==> src/rtl/drop_sequencer.sv <==
// drop_sequencer: captures a height, computes floor(sqrt(height*65536)) one bit per
// cycle, derives t_act = root>>1, compares it to t_lim and sequences a timed drop pulse.
// Optional post-drop lockout is built only when DROP_LOCKOUT_EN is defined.
module drop_sequencer #(
  parameter int DROP_HOLD   = 4,
  parameter int LOCKOUT_CYC = 16
) (
  input  logic        clk,
  input  logic        rst,
  input  logic        start,
  input  logic [7:0]  height,
  input  logic [15:0] t_lim,
  input  logic        drop_en,
  output logic        busy,
  output logic        done,
  output logic [15:0] t_act,
  output logic        drop_activated
);

  typedef enum logic [2:0] {
    S_IDLE = 3'd0,
    S_SQRT = 3'd1,
    S_CMP  = 3'd2,
    S_HOLD = 3'd3
`ifdef DROP_LOCKOUT_EN
    ,
    S_LOCK = 3'd4
`endif
  } state_e;

  localparam logic [15:0] HOLD_LAST = 16'(DROP_HOLD - 1);
`ifdef DROP_LOCKOUT_EN
  localparam logic [15:0] LOCK_LAST = 16'(LOCKOUT_CYC - 1);
`endif

  state_e      state_q, state_d;
  logic [23:0] rad_q, rad_d;
  logic [13:0] rem_q, rem_d;
  logic [11:0] root_q, root_d;
  logic [3:0]  iter_q, iter_d;
  logic [15:0] t_lim_q, t_lim_d;
  logic        drop_en_q, drop_en_d;
  logic [15:0] hold_cnt_q, hold_cnt_d;
`ifdef DROP_LOCKOUT_EN
  logic [15:0] lock_cnt_q, lock_cnt_d;
`endif
  logic        busy_q, busy_d;
  logic        done_q, done_d;
  logic [15:0] t_act_q, t_act_d;
  logic        drop_q, drop_d;

  // Restoring square root step: bring down two radicand bits, try subtracting 4*root+1.
  logic [15:0] rem_sh;
  logic [15:0] trial;
  logic [15:0] t_act_new;
  logic        drop_ok;
  logic        sqrt_last;
  logic        hold_last;

  assign rem_sh    = {rem_q, rad_q[23:22]};
  assign trial     = {2'b00, root_q, 2'b01};
  assign t_act_new = {5'b00000, root_q[11:1]};
  assign drop_ok   = drop_en_q && (t_act_new < t_lim_q);
  assign sqrt_last = (iter_q == 4'd11);
  assign hold_last = (hold_cnt_q == HOLD_LAST);

  // State register
  always_ff @(posedge clk or posedge rst) begin
    if (rst) begin
      state_q <= S_IDLE;
    end else begin
      state_q <= state_d;
    end
  end

  // Next-state logic
  always_comb begin
    state_d = state_q;
    case (state_q)
      S_IDLE: begin
        if (start) begin
          state_d = S_SQRT;
        end else begin
          state_d = S_IDLE;
        end
      end
      S_SQRT: begin
        if (sqrt_last) begin
          state_d = S_CMP;
        end else begin
          state_d = S_SQRT;
        end
      end
      S_CMP: begin
        if (drop_ok) begin
          state_d = S_HOLD;
        end else begin
          state_d = S_IDLE;
        end
      end
      S_HOLD: begin
        if (hold_last) begin
`ifdef DROP_LOCKOUT_EN
          state_d = S_LOCK;
`else
          state_d = S_IDLE;
`endif
        end else begin
          state_d = S_HOLD;
        end
      end
`ifdef DROP_LOCKOUT_EN
      S_LOCK: begin
        if (lock_cnt_q == LOCK_LAST) begin
          state_d = S_IDLE;
        end else begin
          state_d = S_LOCK;
        end
      end
`endif
      default: state_d = S_IDLE;
    endcase
  end

  // Datapath and registered-output next values
  always_comb begin
    rad_d      = rad_q;
    rem_d      = rem_q;
    root_d     = root_q;
    iter_d     = iter_q;
    t_lim_d    = t_lim_q;
    drop_en_d  = drop_en_q;
    hold_cnt_d = hold_cnt_q;
`ifdef DROP_LOCKOUT_EN
    lock_cnt_d = lock_cnt_q;
`endif
    t_act_d    = t_act_q;
    done_d     = 1'b0;
    busy_d     = (state_d != S_IDLE);
    drop_d     = (state_d == S_HOLD);
    case (state_q)
      S_IDLE: begin
        if (start) begin
          rad_d     = {height, 16'h0000};
          rem_d     = 14'd0;
          root_d    = 12'd0;
          iter_d    = 4'd0;
          t_lim_d   = t_lim;
          drop_en_d = drop_en;
        end else begin
          iter_d = iter_q;
        end
      end
      S_SQRT: begin
        rad_d  = {rad_q[21:0], 2'b00};
        iter_d = iter_q + 4'd1;
        if (rem_sh >= trial) begin
          rem_d  = 14'(rem_sh - trial);
          root_d = {root_q[10:0], 1'b1};
        end else begin
          rem_d  = rem_sh[13:0];
          root_d = {root_q[10:0], 1'b0};
        end
      end
      S_CMP: begin
        done_d     = 1'b1;
        t_act_d    = t_act_new;
        hold_cnt_d = 16'd0;
      end
      S_HOLD: begin
        hold_cnt_d = hold_cnt_q + 16'd1;
`ifdef DROP_LOCKOUT_EN
        lock_cnt_d = 16'd0;
`endif
      end
`ifdef DROP_LOCKOUT_EN
      S_LOCK: begin
        lock_cnt_d = lock_cnt_q + 16'd1;
      end
`endif
      default: begin
        done_d = 1'b0;
      end
    endcase
  end

  // Datapath and output registers
  always_ff @(posedge clk or posedge rst) begin
    if (rst) begin
      rad_q      <= 24'd0;
      rem_q      <= 14'd0;
      root_q     <= 12'd0;
      iter_q     <= 4'd0;
      t_lim_q    <= 16'd0;
      drop_en_q  <= 1'b0;
      hold_cnt_q <= 16'd0;
`ifdef DROP_LOCKOUT_EN
      lock_cnt_q <= 16'd0;
`endif
      busy_q     <= 1'b0;
      done_q     <= 1'b0;
      t_act_q    <= 16'd0;
      drop_q     <= 1'b0;
    end else begin
      rad_q      <= rad_d;
      rem_q      <= rem_d;
      root_q     <= root_d;
      iter_q     <= iter_d;
      t_lim_q    <= t_lim_d;
      drop_en_q  <= drop_en_d;
      hold_cnt_q <= hold_cnt_d;
`ifdef DROP_LOCKOUT_EN
      lock_cnt_q <= lock_cnt_d;
`endif
      busy_q     <= busy_d;
      done_q     <= done_d;
      t_act_q    <= t_act_d;
      drop_q     <= drop_d;
    end
  end

  assign busy           = busy_q;
  assign done           = done_q;
  assign t_act          = t_act_q;
  assign drop_activated = drop_q;

endmodule
==> config.mk <==
export PLATFORM = sky130hd
export DESIGN_NAME = drop_sequencer
export DESIGN_NICKNAME = d
export VERILOG_FILES = /design/src/rtl/drop_sequencer.sv
export SDC_FILE = /design/constraint.sdc
export NUM_CORES = 1
export LEC_CHECK = 0
export CORE_UTILIZATION = 25
export CTS_CLUSTER_SIZE = 20
export DETAILED_ROUTE_END_ITERATION = 16
export PLACE_DENSITY = 0.48
export SLEW_MARGIN = 20
export SYNTH_ARGS = -nofsm -noshare
export SYNTH_HDL_FRONTEND = slang
export SYNTH_SLANG_ARGS = --single-unit
==> constraint.sdc <==
create_clock -name clk -period 7.9 [get_ports clk]
set_input_delay 1.58 -clock clk [delete_from_list [all_inputs] [get_ports clk]]
set_output_delay 1.58 -clock clk [all_outputs]
set_load 0.005 [all_outputs]
==> qor.csv <==
stage;metric;value;unit
critical_path;critical path class;register to register;
floorplanning;Die Wd;137;um
clock_tree;post-CTS setup buffer count;0;
sta;Max Clock Skew;0.00466;ns
clock_tree;CTS root buffer;clkbuf_16;
layout;fraction of layout cells with a size suffix above 1;9.02;%
layout;fillers;1861;
synthesis;Synth Area in Compound Gates;15.2;%
synthesis;fraction of registers with async set/reset;100;%
clock_tree;number of gates resized after CTS;0;
grt;vias in the first global route;3434;
synthesis;xor and xnor fraction of the mapped netlist area;3.83;%
grt;grt total ovfl;0;
pwr;Power Density;416;nW/um^2
floorplanning;core box area;18000;sq um
route;DRC marker count from the first detailed-route iteration;139;
layout;final instance area;5500;sq um
grt;GRT Util Overall;11.9;%
critical_path;Worst R2R End;rem_q[7];
floorplanning;full die area;18800;sq um
clock_tree;CTS sink count;87;
sta;Final Critical Period;2.96;ns
synthesis;Netlist cell types;52;
placed_design;Placer Congestion;0.785;
synthesis;synthesized area;4570;sq um
critical_path;Reg2Reg Depth;9;
grt;initial antenna violation count;0;
synthesis;Mean Syn Cell Area;9.75;sq um
route;DRC violations left;0;
min_path;Worst Hold Path EP;root_q[0];
clock_tree;hold_buf cts;0;
layout;fin nets;559;
sta;Fin Hold WS;0.482;ns
synthesis;Yosys Warn Count;0;
layout;Area Growth Syn to Fin;20.4;%
critical_path;Crit Reg-Reg Startpoint;root_q[2];
sta;RSZ-0062 raised after global routing;false;
pwr;leakage power;2.33;nW
route;Vias/cell;4.62;
status;status;complete, no violations;
route;First-pass DRT Iterations;4;
sta;Slew @ Worst Pin;1.04;ns
route;Routed Wire Length;10300;um
synthesis;sequential share of the synthesized area;47.6;%
synthesis;Synth Instances;469;
clock_tree;Worst-path clk slew;0.06;ns
critical_path;Max Fanout on Critical Path;21;
grt;largest net degree at the start of global routing;55;
placed_design;Detailed Place HPWL;7320;um
floorplanning;Die H;137;um
layout;Register Area;2180;sq um
synthesis;register bit count reported by yosys;87;
layout;commonest non-fill, non-tap cells in the layout;dfrtp_1, nand2_1, o21ai_0;
route;DR WL/cell;14.0;um
synthesis;mux share of post-synthesis cell area;5.75;%
flow_run;max_cap viols;0;
clock_tree;TritonCTS buffer count;9;
min_path;HP Class;register to register;
sta;Max Transition Viols Final;0;
clock_tree;CTS Buffer Depth;2;
critical_path;crit end category;register;
min_path;Hold Path Stages;2;
placed_design;PortBufs;41;
route;Routed Antenna Nets;0;
floorplanning;Initial Util;25.4;%
sta;Hold Vio Cnt, Final;0;
sta;setup_tns;0;ns
grt;global-route wire length before repair;17200;um
clock_tree;H-tree Lvls;3;
placed_design;Post-DP Area;5210;sq um
sta;Peak Freq;338;MHz
critical_path;CP required;8.08;ns
synthesis;adder-cell area share of the yosys netlist;7.12;%
min_path;hold path startpoint;root_q[0];
critical_path;reg2reg setup slack;4.94;ns
layout;number of antenna diodes;0;
critical_path;Arrival @ worst endpoint;3.14;ns
sta;Final Cycle Share;37.5;%
sta;Slew headroom;30.3;%
clock_tree;Skew-Pair Late Insertion Delay;0.34;ns
synthesis;EDFF count, synth;0;
critical_path;Worst setup SP type;register;
layout;multi-input logic area;2190;sq um
synthesis;post-synthesis simple-gate area fraction;15.3;%
floorplanning;Core Rows;49;
clock_tree;TritonCTS clock tree;yes;
floorplanning;Top Ports;47;
layout;most common cell after layout, fill and taps aside;dfrtp_1;
pwr;Max rail drop VDD;0.159;mV
synthesis;leading register cell type out of synthesis;dfrtp_1;
synthesis;main combinational cell family by area after synthesis;simple AND/OR/NAND/NOR gates;
layout;post-layout util;30.6;%
route;via count;3411;
sta;Setup Viol. Count Final;0;
[metrics by stage]
step	power (W)	std cells	setup WS (ns)
floorplan	0.00156	473	4.07
finish	0.00229	739	4.94
detailed placement	0.00188	723	4.62
global placement	0.00186	723	4.67
global route	0.00251	739	4.61
CTS	0.00232	739	4.92
[per-layer routing]
layer  GRT usage [%]  vias up  part of all wire, %
li1                -     1701                    -
met1            15.9     1654                   49
met2            18.3       47                   46
met3            3.57        9                  3.6
met4            4.21        0                  1.3
met5               0        -                    0
[cell type report]
cell class	instances	share of cell area, %
Timing Repair Buffer	45	8.00
Clock inverter	3	0.773
Sequential cell	87	39.6
Multi-Input combinational cell	331	39.8
Clock buffer	13	4.55
Inverter	31	2.14
Tap cell	229	5.21
[cell families (layout without fill, tap and decap cells)]
| group | count (synthesis) | after routing |
|---|---|---|
| other | 1 | 5 |
| AOI/OAI and AO/OA | 113 | 113 |
| adders and majority gates | 26 | 26 |
| xor gates and xnor gates | 20 | 20 |
| DFF | 87 | 87 |
| buffers and inverters | 55 | 92 |
| and+or+nand+nor | 143 | 143 |
| muxes | 24 | 24 |
[sequential cells by signal (all words and copies together), names as in the netlist]
name	cells
busy	1
done	1
drop_activated	1
drop_en_q	1
hold_cnt_q	16
iter_q	4
rad_q	8
rem_q	14
root_q	12
state_q	2
t_act	11
t_lim_q	16
[critical path: stages (launching register included)]
cell,delay (ns)
dfrtp_1,0.40
inv_1,0.09
ha_1,0.34
a21oi_1,0.32
nand2b_1,0.17
nand3_1,0.13
o2111ai_1,0.20
and3_1,0.74
mux2i_1,0.30
o21ai_0,0.11
[cell usage after synthesis, types with 2 or more instances]
cell type   n  area share [%]
dfrtp_1    87              48
o21a_1      2            0.33
a22o_1      3            0.57
o21ai_0    56             6.1
o2111ai_1   2            0.38
nor3_1      5            0.55
xnor2_1    10             1.9
mux2_2     18             4.4
and3b_1     6             1.1
o311ai_0    6             1.1
nand3_1    15             1.6
nor4_1      3            0.41
xor2_1     10             1.9
inv_1      31             2.5
ha_1       26             7.1
a21o_1      3            0.49
a21oi_1    21             2.3
and3_1      4            0.55
nor2b_1     3            0.41
buf_4       6            0.99
a211oi_1    2            0.33
nor2_1     17             1.4
o21bai_1    3            0.49
or2_2       2            0.27
nand2_1    62             5.1
mux2i_1     6             1.3
or3_1       6            0.82
clkbuf_1   17             1.4
nand4_1     6            0.82
nand2b_1    5            0.68
nand3b_1    3            0.49
a32oi_1     3            0.57
[power by group]
part,total (W),switching (W),leakage [nW],internal (W)
Sequential,0.000777,0.000149,1.10,0.000628
Combinational,0.00109,0.000575,1.10,0.000515
Clock,0.000425,0.000172,0.140,0.000254
Total,0.00229,0.000896,2.33,0.00140
[worst max-delay path by stage]
| stage | start | end | slack, ns | cells past startpoint |
|---|---|---|---|---|
| floorplan | rst | busy | 4.07 | 1 |
| global placement | start | t_lim_q[11] | 4.67 | 4 |
| detailed placement | start | t_lim_q[12] | 4.62 | 4 |
| CTS | root_q[2] | rem_q[7] | 4.92 | 9 |
| global route | root_q[5] | rem_q[7] | 4.61 | 8 |
| finish | root_q[2] | rem_q[7] | 4.94 | 9 |
Power figures use the tool's default switching activity.
